## src/rtl/lcd_pkg.sv

```systemverilog
// lcd_pkg: shared LCD controller state names, 50 MHz timing defaults and delay-load helper
package lcd_pkg;
  typedef enum logic [2:0] {IDLE, SETUP, E_HI1, GAP, E_HI2, HOLD} lcd_state_t;
  localparam int LCD_SETUP_CYC  = 2;
  localparam int LCD_E_HIGH_CYC = 12;
  localparam int LCD_E_GAP_CYC  = 50;
  localparam int LCD_POLL_MAX   = 1023;
  // A phase lasting n cycles loads n-1 so it ends on the cycle the counter reads zero.
  function automatic logic [7:0] delay_load(input int n);
    return 8'(n - 1);
  endfunction
endpackage

```

## src/rtl/lcd_reader_if.sv

```systemverilog
// lcd_reader_if: read request/response handshake plus LCD pin group.
//   master: host/board side (drives rd_req, rd_rs, sf_d_in)
//   slave : lcd_reader (drives busy, rd_valid, rd_data, rd_timeout, lcd_e, lcd_rs, lcd_rw)
interface lcd_reader_if;
  logic       rd_req;
  logic       rd_rs;
  logic       busy;
  logic       rd_valid;
  logic [7:0] rd_data;
  logic       rd_timeout;
  logic [3:0] sf_d_in;
  logic       lcd_e;
  logic       lcd_rs;
  logic       lcd_rw;
  modport master (
    output rd_req, rd_rs, sf_d_in,
    input  busy, rd_valid, rd_data, rd_timeout, lcd_e, lcd_rs, lcd_rw
  );
  modport slave (
    input  rd_req, rd_rs, sf_d_in,
    output busy, rd_valid, rd_data, rd_timeout, lcd_e, lcd_rs, lcd_rw
  );
endinterface

```

## src/rtl/lcd_delay_cnt.sv

```systemverilog
// lcd_delay_cnt: loadable 8-bit down-counter, done while the count is zero.
//   clk, reset (async, active-low), load, load_val[7:0] -> done
module lcd_delay_cnt (
  input  logic       clk,
  input  logic       reset,
  input  logic       load,
  input  logic [7:0] load_val,
  output logic       done
);
  logic [7:0] cnt;
  assign done = cnt == 8'd0;
  always_ff @(posedge clk or negedge reset)
    if (!reset) cnt <= 8'd0;
    else if (load) cnt <= load_val;
    else if (!done) cnt <= cnt - 8'd1;
endmodule

```

## src/rtl/lcd_reader.sv

```systemverilog
// lcd_reader: 4-bit HD44780 read controller, one byte as two timed E strobes with RW high.
//   clk, reset (async, active-low), bus (lcd_reader_if.slave):
//   rd_req/rd_rs in, busy/rd_valid/rd_data/rd_timeout out, sf_d_in in, lcd_e/lcd_rs/lcd_rw out.
//   Macro LCD_READER_BF_POLL_EN: RS=0 reads re-read while the busy flag is set, up to POLL_MAX times.
module lcd_reader
  import lcd_pkg::*;
#(
  parameter int SETUP_CYC  = LCD_SETUP_CYC,
  parameter int E_HIGH_CYC = LCD_E_HIGH_CYC,
  parameter int E_GAP_CYC  = LCD_E_GAP_CYC,
  parameter int POLL_MAX   = LCD_POLL_MAX
) (
  input logic         clk,
  input logic         reset,
  lcd_reader_if.slave bus
);
  lcd_state_t state;
  logic [3:0] nib_hi, nib_lo;
  logic       load, done;
  logic [7:0] load_val;
  if (SETUP_CYC < 1 || SETUP_CYC > 255 || E_HIGH_CYC < 1 || E_HIGH_CYC > 255 ||
      E_GAP_CYC < 1 || E_GAP_CYC > 255 || POLL_MAX < 1) begin : g_param_chk
    $error("lcd_reader: delay constants must be 1..255 and POLL_MAX >= 1");
  end
  // The counter is reloaded on every phase exit with the length of the phase that follows.
  assign load = state == IDLE || done;
  always_comb
    load_val = state == IDLE                   ? delay_load(SETUP_CYC) :
               state == E_HI1 || state == HOLD ? delay_load(E_GAP_CYC) :
               state == E_HI2                  ? 8'd0 : delay_load(E_HIGH_CYC);
  lcd_delay_cnt u_dly (
    .clk      (clk),
    .reset    (reset),
    .load     (load),
    .load_val (load_val),
    .done     (done)
  );
`ifdef LCD_READER_BF_POLL_EN
  localparam int PW = $clog2(POLL_MAX + 1);
  logic [PW-1:0] poll_cnt;
  logic          repoll, timeout, bf_set;
  assign bf_set = !bus.lcd_rs && nib_hi[3];
  assign bus.rd_timeout = timeout;
`else
  assign bus.rd_timeout = 1'b0;
`endif
  always_ff @(posedge clk or negedge reset)
    if (!reset) begin
      state        <= IDLE;
      bus.lcd_e    <= 1'b0;
      bus.lcd_rw   <= 1'b0;
      bus.lcd_rs   <= 1'b0;
      bus.busy     <= 1'b0;
      bus.rd_valid <= 1'b0;
      bus.rd_data  <= 8'h00;
      nib_hi       <= 4'h0;
      nib_lo       <= 4'h0;
`ifdef LCD_READER_BF_POLL_EN
      poll_cnt     <= '0;
      repoll       <= 1'b0;
      timeout      <= 1'b0;
`endif
    end else begin
      bus.rd_valid <= 1'b0;
`ifdef LCD_READER_BF_POLL_EN
      timeout      <= 1'b0;
`endif
      case (state)
        IDLE: if (bus.rd_req) begin
          state      <= SETUP;
          bus.busy   <= 1'b1;
          bus.lcd_rw <= 1'b1;
          bus.lcd_rs <= bus.rd_rs;
        end
        SETUP: if (done) begin
          state     <= E_HI1;
          bus.lcd_e <= 1'b1;
        end
        E_HI1: if (done) begin
          state     <= GAP;
          bus.lcd_e <= 1'b0;
          nib_hi    <= bus.sf_d_in;
        end
        GAP: if (done) begin
`ifdef LCD_READER_BF_POLL_EN
          state     <= repoll ? E_HI1 : E_HI2;
          repoll    <= 1'b0;
`else
          state     <= E_HI2;
`endif
          bus.lcd_e <= 1'b1;
        end
        E_HI2: if (done) begin
          state     <= HOLD;
          bus.lcd_e <= 1'b0;
          nib_lo    <= bus.sf_d_in;
        end
        HOLD: begin
`ifdef LCD_READER_BF_POLL_EN
          if (bf_set && poll_cnt != PW'(POLL_MAX)) begin
            state    <= GAP;
            repoll   <= 1'b1;
            poll_cnt <= poll_cnt + 1'b1;
          end else begin
            timeout  <= bf_set;
            poll_cnt <= '0;
`else
          begin
`endif
            state        <= IDLE;
            bus.busy     <= 1'b0;
            bus.lcd_rw   <= 1'b0;
            bus.lcd_rs   <= 1'b0;
            bus.rd_valid <= 1'b1;
            bus.rd_data  <= {nib_hi, nib_lo};
          end
        end
        default: state <= IDLE;
      endcase
    end
endmodule

```

## src/flat_wrapper.sv

```systemverilog
// flat-port wrapper written by rule: the top's interface ports become plain ports
module lcd_reader_flat import lcd_pkg::*;
#(
  parameter int SETUP_CYC  = LCD_SETUP_CYC,
  parameter int E_HIGH_CYC = LCD_E_HIGH_CYC,
  parameter int E_GAP_CYC  = LCD_E_GAP_CYC,
  parameter int POLL_MAX   = LCD_POLL_MAX
)
  (clk, reset, bus_rd_req, bus_rd_rs, bus_sf_d_in, bus_busy, bus_rd_valid, bus_rd_data, bus_rd_timeout, bus_lcd_e, bus_lcd_rs, bus_lcd_rw);
  lcd_reader_if bus_i ();
  input logic clk;
  input logic reset;
  input wire logic [$bits(bus_i.rd_req)-1:0] bus_rd_req;
  input wire logic [$bits(bus_i.rd_rs)-1:0] bus_rd_rs;
  input wire logic [$bits(bus_i.sf_d_in)-1:0] bus_sf_d_in;
  output wire logic [$bits(bus_i.busy)-1:0] bus_busy;
  output wire logic [$bits(bus_i.rd_valid)-1:0] bus_rd_valid;
  output wire logic [$bits(bus_i.rd_data)-1:0] bus_rd_data;
  output wire logic [$bits(bus_i.rd_timeout)-1:0] bus_rd_timeout;
  output wire logic [$bits(bus_i.lcd_e)-1:0] bus_lcd_e;
  output wire logic [$bits(bus_i.lcd_rs)-1:0] bus_lcd_rs;
  output wire logic [$bits(bus_i.lcd_rw)-1:0] bus_lcd_rw;
  assign bus_i.rd_req = bus_rd_req;
  assign bus_i.rd_rs = bus_rd_rs;
  assign bus_i.sf_d_in = bus_sf_d_in;
  assign bus_busy = bus_i.busy;
  assign bus_rd_valid = bus_i.rd_valid;
  assign bus_rd_data = bus_i.rd_data;
  assign bus_rd_timeout = bus_i.rd_timeout;
  assign bus_lcd_e = bus_i.lcd_e;
  assign bus_lcd_rs = bus_i.lcd_rs;
  assign bus_lcd_rw = bus_i.lcd_rw;
  lcd_reader #(.SETUP_CYC(SETUP_CYC), .E_HIGH_CYC(E_HIGH_CYC), .E_GAP_CYC(E_GAP_CYC), .POLL_MAX(POLL_MAX)) u_core (.clk(clk), .reset(reset), .bus(bus_i));
endmodule
```

## config.mk

```make
export PLATFORM = sky130hd
export DESIGN_NAME = lcd_reader_flat
export DESIGN_NICKNAME = d
export VERILOG_FILES = /design/src/rtl/lcd_pkg.sv /design/src/rtl/lcd_reader_if.sv /design/src/rtl/lcd_delay_cnt.sv /design/src/rtl/lcd_reader.sv /design/src/flat_wrapper.sv
export SDC_FILE = /design/constraint.sdc
export NUM_CORES = 1
export LEC_CHECK = 0
export ABC_AREA = 1
export BUFFER_PORTS_ARGS = -buffer_cell sky130_fd_sc_hd__buf_2
export CAP_MARGIN = 20
export CORE_ASPECT_RATIO = 1.75
export CORE_UTILIZATION = 26
export CTS_BUF_LIST = sky130_fd_sc_hd__clkbuf_4 sky130_fd_sc_hd__clkbuf_8
export DETAILED_ROUTE_END_ITERATION = 6
export HOLD_SLACK_MARGIN = 0.08
export PLACE_DENSITY_LB_ADDON = 0.3
export SLEW_MARGIN = 0
export SYNTH_ARGS = -nofsm -noshare
export SYNTH_HDL_FRONTEND = slang
export SYNTH_SLANG_ARGS = --single-unit
```

## constraint.sdc

```tcl
create_clock -name clk -period 2.8 [get_ports clk]
set_clock_uncertainty 0.05 [all_clocks]
set_input_delay 0.42 -clock clk [delete_from_list [all_inputs] [get_ports clk]]
set_output_delay 0.42 -clock clk [all_outputs]
set_load 0.005 [all_outputs]
```

==> flow_summary.yaml, run 1 <==
status:
  outcome: "finished, final reports clean"
clock_network:
  clkLatencyLatePin_ns: 0.28
  cts_tree: "built"
  htreeDepth: 2
  cts-root-buf: "clkbuf_8"
  cts.sinks: 31
  clk_pin_slew_worst_paths_ns: 0.06
  post-cts-setup-buffers: 0
  clockBufferDepth: 2
  hold_buffers: 0
  numCtsBuffers: 5
  cts_resized: 0
detailed_routing:
  finalWirelength_um: 3315
  dr_total_vias: 1220
  wl_per_cell_um: 11.47
  drtAntennaViolNets: 0
  drc: 0
  first_iter_violations: 33
  routed_via_density: 4.221
  first_pass_iters: 4
setup_path:
  crit_family: "simple AND/OR/NAND/NOR gates"
  cp_common_cell: "nand2_1"
  startpoint_type: "register"
  r2r-end: "u_core.bus.rd_data[5]"
  path_class: "reg2reg"
  cp_num_cells: 4
  slowest_delay_ns: 0.51
  setup.worst_path.end_class: "register"
  r2r_slack_ns: 1.34
  worstPathCellList: "nand3_1 -> inv_2 -> nand2_1 -> nand2_1"
  required_ns: 2.97
  path_max_fanout: 11
  crit_buf_inv: 1
  worstReg2RegStart: "u_core.state[2]"
  crit_arrival_ns: 1.63
  crit_path_top_delay_cell: "dfrtp_1"
  r2r_cells: 4
timing:
  relSlewSlack_pct: 54.85
  timing.final.hold_violations: 0
  fin_crit_sh_pct: 52.22
  slew_viol_final: 0
  worst_pin_slew_ns: 0.6772
  rsz0062_at_grt: "false"
  finalSetupTns_ns: 0
  setup_violations: 0
  whs_ns: 0.1258
  finalCriticalPeriod_ns: 1.462
  fmax_mhz: 684.0
synth:
  seq_area_frac_synth_pct: 51.03
  synth_fa_ha_area_share_pct: 1.646
  syn_inst: 189
  synthesis.nets: 199
  synth-xor-area-share_pct: 0
  yosysUniqueCellTypes: 21
  synth_top_family_by_area: "simple AND/OR/NAND/NOR gates"
  yosysWarnings: 0
  synth-simple-area-share_pct: 33.91
  synth-seq-cells: 31
  synthMuxAreaShare_pct: 0
  syn_avg_cell_area_um2: 8.043
  synth_compound_area_share_pct: 5.844
  syn_area_um2: 1520
finish:
  final_nets: 223
  multi_input_area_um2: 633.1
  antenna_cells: 0
  n_fill_cell: 667
  syn2layout_area_growth_pct: 17.12
  seq_area_um2: 775.7
  final_cell_mix: "75 x nand2_1, 31 x dfrtp_1, 20 x buf_2"
  final_common_cell: "nand2_1"
  final_util_pct: 31.88
  drive_gt1_share_pct: 21.60
floorplan:
  dieArea_um2: 6169
  io_pins: 22
  core_area_um2: 5585
  fp-row-count: 36
  dieWidth_um: 59.80
  start_util_pct: 27.22
  dieHeight_um: 103.2
grt:
  grt_max_degree: 32
  overflow: 0
  met2_usage_pct: 24.36
  antenna_found_initial: 0
  grt_pass1_vias: 1243
  grt_pass1_wl_um: 5575
  gr-usage-all-layers_pct: 12.62
  use_met1_pct: 11.29
  busiest_layer: "met2"
  grtUsageMet3_pct: 2.509
placed_design:
  gp_congestion: 0.8038
  hpwl_um: 2599
  port_buffers: 20
hold_path:
  hold_class: "in2async"
pwr:
  p_leak_nw: 0.9786
  total_power_w: 0.002048
  ir_worst_vdd_mv: 0.2432
  power_density_nw_per_um2: 1151
flow_run:
  drv_cap: 0
[registers in the layout, indices dropped and copies added (netlist names)]
name and flops:
u_core.bus.rd_data 8, u_core.u_dly.cnt 8, u_core.nib_hi 4, u_core.nib_lo 4
u_core.state 3, u_core.bus.busy 1, u_core.bus.lcd_e 1, u_core.bus.lcd_rs 1
u_core.bus.rd_valid 1
[report_power, final]
group	internal, W	leakage (nW)	switching [W]
sequential	0.000649	0.357	0.000157
clock	0.000193	0.0470	0.000160
combinational	0.000337	0.575	0.000553
total	0.00118	0.979	0.000869
[how the worst max path moves through the flow]
stage / start / endpoint / slack [ns]
global placement: u_core.state[1] / u_core.bus.rd_data[5] / 1.35
global route: u_core.state[2] / u_core.bus.rd_data[3] / 1.17
detailed placement: u_core.state[2] / u_core.bus.rd_data[3] / 1.29
finish: u_core.state[2] / u_core.bus.rd_data[5] / 1.34
CTS: u_core.state[2] / u_core.bus.rd_data[3] / 1.28
floorplan: u_core.u_dly.cnt[0] / u_core.bus.lcd_e / 1.46
[layout make-up]
cell class                 count  share of cell area [%]
clock buffer                   6                   4.638
clock inverter                 1                  0.2811
inverter                      23                   4.989
multi-input combinational    132                   35.56
sequential                    31                   43.57
tap                           76                   5.341
timing repair buffer          20                   5.622
[logic make-up (layout without fill, tap and decap cells)]
logic type,Yosys count,after routing
flip-flops,31,31
adder cells (fa/ha/maj),2,2
other,1,1
AO/OA/AOI/OAI,17,17
AND/OR/NAND/NOR,112,112
buffers and inverters,26,50
[routing by layer]
| layer | vias to the layer above | routed length [um] |
|---|---|---|
| met5 | - | 0 |
| met4 | 0 | 97 |
| met3 | 5 | 107 |
| met2 | 27 | 1868 |
| met1 | 566 | 1242 |
| li1 | 622 | - |
[metrics by stage]
| step | cell area, um2 | setup slack, ns | instances |
|---|---|---|---|
| global route | 1780 | 1.172 | 289 |
| finish | 1780 | 1.338 | 289 |
| floorplan | 1520 | 1.465 | 189 |
| global placement | 1693 | 1.348 | 282 |
| CTS | 1780 | 1.282 | 289 |
| detailed placement | 1693 | 1.295 | 282 |
[cell usage after synthesis]
| cell | instances | area [um2] |
|---|---|---|
| a21oi_1 | 4 | 20.02 |
| buf_4 | 3 | 22.52 |
| conb_1 | 1 | 3.750 |
| dfrtp_1 | 31 | 775.7 |
| ha_1 | 2 | 25.02 |
| inv_1 | 18 | 67.56 |
| inv_2 | 4 | 15.01 |
| inv_4 | 1 | 6.260 |
| nand2_1 | 75 | 281.5 |
| nand2_2 | 2 | 12.51 |
| nand2_4 | 2 | 22.52 |
| nand3_1 | 11 | 55.05 |
| nand3_2 | 1 | 10.01 |
| nand3b_4 | 1 | 20.02 |
| nor2_1 | 12 | 45.04 |
| nor2_2 | 3 | 18.77 |
| nor2_4 | 4 | 45.04 |
| nor3_1 | 1 | 5.000 |
| o21ai_0 | 3 | 15.01 |
| o21ai_1 | 9 | 45.04 |
| o21ai_2 | 1 | 8.760 |
Power figures use the tool's default switching activity.
==> inputs of run 2 (changes only) <==
Clock period 2.8 ns to 1.5 ns, I/O delays scaled along.
==> run 2 against run 1 <==
- final area rose by 2.5%
- first-iteration DRC count up 27%
- total power is 88% higher
- sequential power rose by 82%
- highest routed layer unchanged
==> flow_summary.yaml, run 2 (synthesized netlist as in run 1, its figures left out) <==
floorplan:
  io_pins: 22
  start_util_pct: 27.22
  dieArea_um2: 6169
  dieWidth_um: 59.80
  dieHeight_um: 103.2
  fp-row-count: 36
  core_area_um2: 5585
status:
  outcome: "finished, final reports clean"
grt:
  grt_pass1_vias: 1192
  grt_max_degree: 32
  grt_pass1_wl_um: 5485
  overflow: 0
  gr-usage-all-layers_pct: 12.55
  antenna_found_initial: 0
setup_path:
  startpoint_type: "register"
  crit_arrival_ns: 1.54
  path_class: "reg2reg"
  setup.worst_path.end_class: "register"
  required_ns: 1.67
  path_max_fanout: 4
clock_network:
  clkLatencyLatePin_ns: 0.28
  htreeDepth: 2
  cts-root-buf: "clkbuf_8"
  cts_tree: "built"
  clockBufferDepth: 2
  cts.sinks: 31
  clk_pin_slew_worst_paths_ns: 0.07
  numCtsBuffers: 5
timing:
  fin_crit_sh_pct: 91.61
  finalCriticalPeriod_ns: 1.374
  setup_violations: 0
  slew_viol_final: 0
  finalSetupTns_ns: 0
  whs_ns: 0.1451
  fmax_mhz: 727.7
  timing.final.hold_violations: 0
  rsz0062_at_grt: "false"
detailed_routing:
  drc: 0
  met2WireLength_um: 1868
  routed_via_density: 4.169
  wl_per_cell_um: 11.31
  first_pass_iters: 4
  first_iter_violations: 42
  drtAntennaViolNets: 0
  dr_total_vias: 1234
  routed-wl-met3_um: 78
  top_layer: "met4"
  wl_met1_um: 1264
  finalWirelength_um: 3347
pwr:
  power_density_nw_per_um2: 2113
  p_leak_nw: 1.007
  ir_worst_vdd_mv: 0.4918
hold_path:
  hold_class: "in2reg"
flow_run:
  drv_cap: 0
finish:
  final_nets: 229
  top_regs: "u_core.bus.rd_data (8), u_core.u_dly.cnt (8)"
  antenna_cells: 0
  drive_gt1_share_pct: 24.09
  final_cell_mix: "75 x nand2_1, 31 x dfrtp_1, 20 x buf_2"
  final_common_cell: "nand2_1"
  syn2layout_area_growth_pct: 20.00
placed_design:
  gp_congestion: 0.8159
  port_buffers: 20
  hpwl_um: 2659
[run 2: cell types whose count changed in the layout (fill, tap and decap cells not counted)]
cell	previous run	this run
inv_1	18	17
buf_4	0	5
clkbuf_8	6	5
dlygate4sd3_1	0	1
clkinv_2	1	3
inv_2	4	5
[run 2: through the flow]
stage	std cells	util, %	setup slack [ns]	cell area (um2)	power, W
after floorplan	189	-	0.1647	1520	0.002715
after global placement	287	30.98	0.09098	1730	0.003271
after detailed placement	287	30.98	0.07249	1730	0.003279
after CTS	296	32.66	0.06935	1824	0.003930
after global routing	296	32.66	0.01925	1824	0.004227
final	296	32.66	0.1258	1824	0.003854
[run 2: final timing paths]
check	start	to	slack, ns	cells past startpoint
worst max-delay path	u_core.state[1]	u_core.state[2]	0.13	8
max in group asynchronous	reset	u_core.state[2]	0.67	3
worst max register to register	u_core.state[1]	u_core.state[2]	0.13	8
worst min-delay path	bus_sf_d_in[2]	u_core.nib_hi[2]	0.15	3
worst min register to register	u_core.u_dly.cnt[0]	u_core.u_dly.cnt[0]	0.41	1
min in group asynchronous	reset	u_core.bus.rd_data[0]	0.43	3
[run 2: layer usage]
layer	track usage [%]	up-vias
met4	8.766	0
met3	2.384	8
met5	0	-
li1	-	646
met2	22.82	18
met1	12.24	562
[run 2: timing repair]
item,in CTS,in global routing
hold endpoints to repair,31,0
setup endpoints to repair,0,14
hold buffers,1,0
gates resized for setup,0,1
setup buffers,0,0
[run 2: worst max-delay path, stage by stage, from the launching register on]
cell	delay (ns)
dfrtp_1	0.42
buf_4	0.17
nor2_2	0.20
nand3_2	0.14
nand2_1	0.10
inv_2	0.04
nand2_2	0.08
nand2_1	0.05
nand2_1	0.06
[run 2: power breakdown]
part / leakage, nW / internal [W] / switching, W / total, W
clock: 0.0477 / 0.000317 / 0.000313 / 0.000629
sequential: 0.357 / 0.00121 / 0.000253 / 0.00147
combinational: 0.603 / 0.000688 / 0.00107 / 0.00176
[run 2: final cells by class]
cell class	count	area (um2)
fill	636	3761
multi-input combinational	132	633.1
clock inverter	3	15.01
inverter	23	88.84
tap	76	95.09
clock buffer	5	68.82
sequential	31	775.7
timing repair buffer	26	147.6
==> inputs of run 3 (changes only) <==
Settings changed: BUFFER_PORTS_ARGS -buffer_cell sky130_fd_sc_hd__buf_2 to -buffer_cell sky130_fd_sc_hd__clkbuf_2, CORE_UTILIZATION 26 to 55, SETUP_SLACK_MARGIN set to 0.3.
==> run 3 against run 2 <==
- final area up 9.1%
- combinational power up 28%
- critical path depth down 1
- clock power up 36%
- non-clock buffer count up 7
- maximum frequency down 0.85%
- sequential power up 6%
- total power up 21%
- count of clock-buffer cells in the layout up 1
- highest routed layer unchanged
==> flow_summary.yaml, run 3 (synthesized netlist as in run 1, its figures left out) <==
detailed_routing:
  drc: 0
  finalWirelength_um: 3892
  drtAntennaViolNets: 0
  routed_via_density: 5.382
  dr_total_vias: 1367
  first_pass_iters: 4
  first_iter_violations: 46
  wl_per_cell_um: 15.32
placed_design:
  gp_congestion: 0.8260
  dpl.cell_count: 234
  port_buffers: 20
  hpwl_um: 2618
  placed_area_um2: 1685
pwr:
  internal_power_w: 0.002665
  seqPwrFrac_pct: 33.4
  power_density_nw_per_um2: 2344
  switching_share_pct: 42.84
  power_frac_comb_pct: 48.2
  ir_worst_vdd_mv: 1.451
  p_sw_w: 0.001998
  clock_power_share_pct: 18.4
  p_leak_nw: 1.084
finish:
  final_cell_mix: "60 x nand2_1, 29 x dfrtp_1, 20 x clkbuf_2"
  n_fill_cell: 188
  syn2layout_area_growth_pct: 30.86
  final_common_cell: "nand2_1"
  final_util_pct: 77.94
  drive_gt1_share_pct: 40.35
  antenna_cells: 0
  stdcell_area_um2: 1989
  final_nets: 237
  multi_input_area_um2: 753.2
  layout.cells.non_filler: 254
  top_regs: "u_core.bus.rd_data (8), u_core.u_dly.cnt (8)"
  seq_area_um2: 778.2
timing:
  finalCriticalPeriod_ns: 1.386
  fin_crit_sh_pct: 92.39
  rsz0062_at_grt: "true"
  setup_violations: 0
  slew_viol_final: 0
  fmax_mhz: 721.6
  finalSetupTns_ns: 0
  timing.final.hold_violations: 0
grt:
  grt_max_degree: 17
  gr-usage-all-layers_pct: 28.65
  grt_pass1_wl_um: 6299
  antenna_found_initial: 0
  overflow: 0
  grt_pass1_vias: 1410
setup_path:
  path_max_fanout: 3
  r2r-end: "u_core.u_dly.cnt[3]"
  slowest_delay_ns: 0.41
  worstPathCellList: "buf_4 -> nor2_1 -> nand2_2 -> inv_2 -> nor2_1 -> o21ai_1 -> nand2_1"
  r2r_slack_ns: 0.11
  worstReg2RegStart: "u_core.u_dly.cnt[2]"
  cp_common_cell: "nor2_1"
  crit_end: "u_core.u_dly.cnt[3]"
  path_class: "reg2reg"
  r2r_cells: 7
  crit_arrival_ns: 1.51
  cp_num_cells: 7
  crit_family: "simple AND/OR/NAND/NOR gates"
  crit_path_top_delay_cell: "dfrtp_1"
  setup.worst_path.end_class: "register"
  required_ns: 1.63
  crit_buf_inv: 2
  crit_start: "u_core.u_dly.cnt[2]"
  startpoint_type: "register"
clock_network:
  clockBufferDepth: 2
  clkLatencyLatePin_ns: 0.29
  cts_tree: "built"
  clk_pin_slew_worst_paths_ns: 0.07
  htreeDepth: 2
  numCtsBuffers: 5
  cts-root-buf: "clkbuf_8"
  cts.sinks: 31
floorplan:
  dieHeight_um: 71.55
  start_util_pct: 59.56
  core_area_um2: 2552
  dieWidth_um: 41.74
  fp-row-count: 24
  io_pins: 22
  dieArea_um2: 2987
flow_run:
  drv_cap: 0
status:
  outcome: "finished, final reports clean"
hold_path:
  hold_class: "in2reg"
## run 3: cell types whose count changed in the layout (fill, tap and decap cells not counted), sizes merged
cell    delta
clkbuf    +21
buf       -13
clkinv     -2
bufinv     +1
nand2      +1
## run 3: through the flow
step	hold WS, ns	setup WS, ns	power (W)
after CTS	0.1264	0.1555	0.004416
final	0.1351	0.1141	0.004663
after global routing	0.1347	0.08303	0.004991
after detailed placement	0.1231	0.1482	0.003299
after global placement	0.1149	0.1879	0.003204
after floorplan	-0.1206	0.2754	0.002787
## run 3: worst min-delay path: cells and delay by family
| kind | cells | cell delay [ns] |
|---|---|---|
| AO/OA/AOI/OAI | 1 | 0.07 |
| buffers and inverters | 2 | 0.14 |
## run 3: worst min path at each step
stage                    from                to  slack (ns)  depth (start not counted)
3_3_place_gp            reset  u_core.bus.lcd_e        0.11                          1
6_report       bus_sf_d_in[1]  u_core.nib_hi[1]        0.14                          3
3_5_place_dp            reset  u_core.bus.lcd_e        0.12                          1
5_1_grt        bus_sf_d_in[1]  u_core.nib_hi[1]        0.13                          3
4_1_cts        bus_sf_d_in[1]  u_core.nib_hi[1]        0.13                          3
2_1_floorplan           reset   u_core.bus.busy       -0.12                          0
## run 3: timing repair
item                                    in CTS  in global routing
gates resized for setup                     18                 15
endpoints found under the setup margin      28                 28
cloned                                       1                  0
hold buffers                                 1                  0
endpoints found under the hold margin       15                  0
buffers inserted                             5                  5
pin swaps                                    7                 10
## run 3: area by class of cell
class | instances | area share [%]
Clock buffer | 6 | 4.151
Timing Repair Buffer | 33 | 10.88
Clock inverter | 2 | 1.761
Inverter | 23 | 4.591
Multi-Input combinational cell | 133 | 37.86
Sequential cell | 31 | 39.12
Tap cell | 26 | 1.635
## run 3: power groups by stage
stage	sequential (W)	clock (W)	combinational, W
global placement	0.00150	0	0.00170
detailed placement	0.00152	0	0.00178
global route	0.00160	0.000897	0.00250
finish	0.00156	0.000856	0.00225
CTS	0.00154	0.000862	0.00202
floorplan	0.00148	0	0.00131
## run 3: routing by layer
metal	vias to the layer above	global-route usage, %	routed length (um)	part of all wire [%]
met4	0	13.62	126	3.2
met3	14	6.549	140	3.6
met2	38	53.99	2262	58
met5	-	0	0	0
li1	657	-	-	-
met1	658	28.57	1362	35
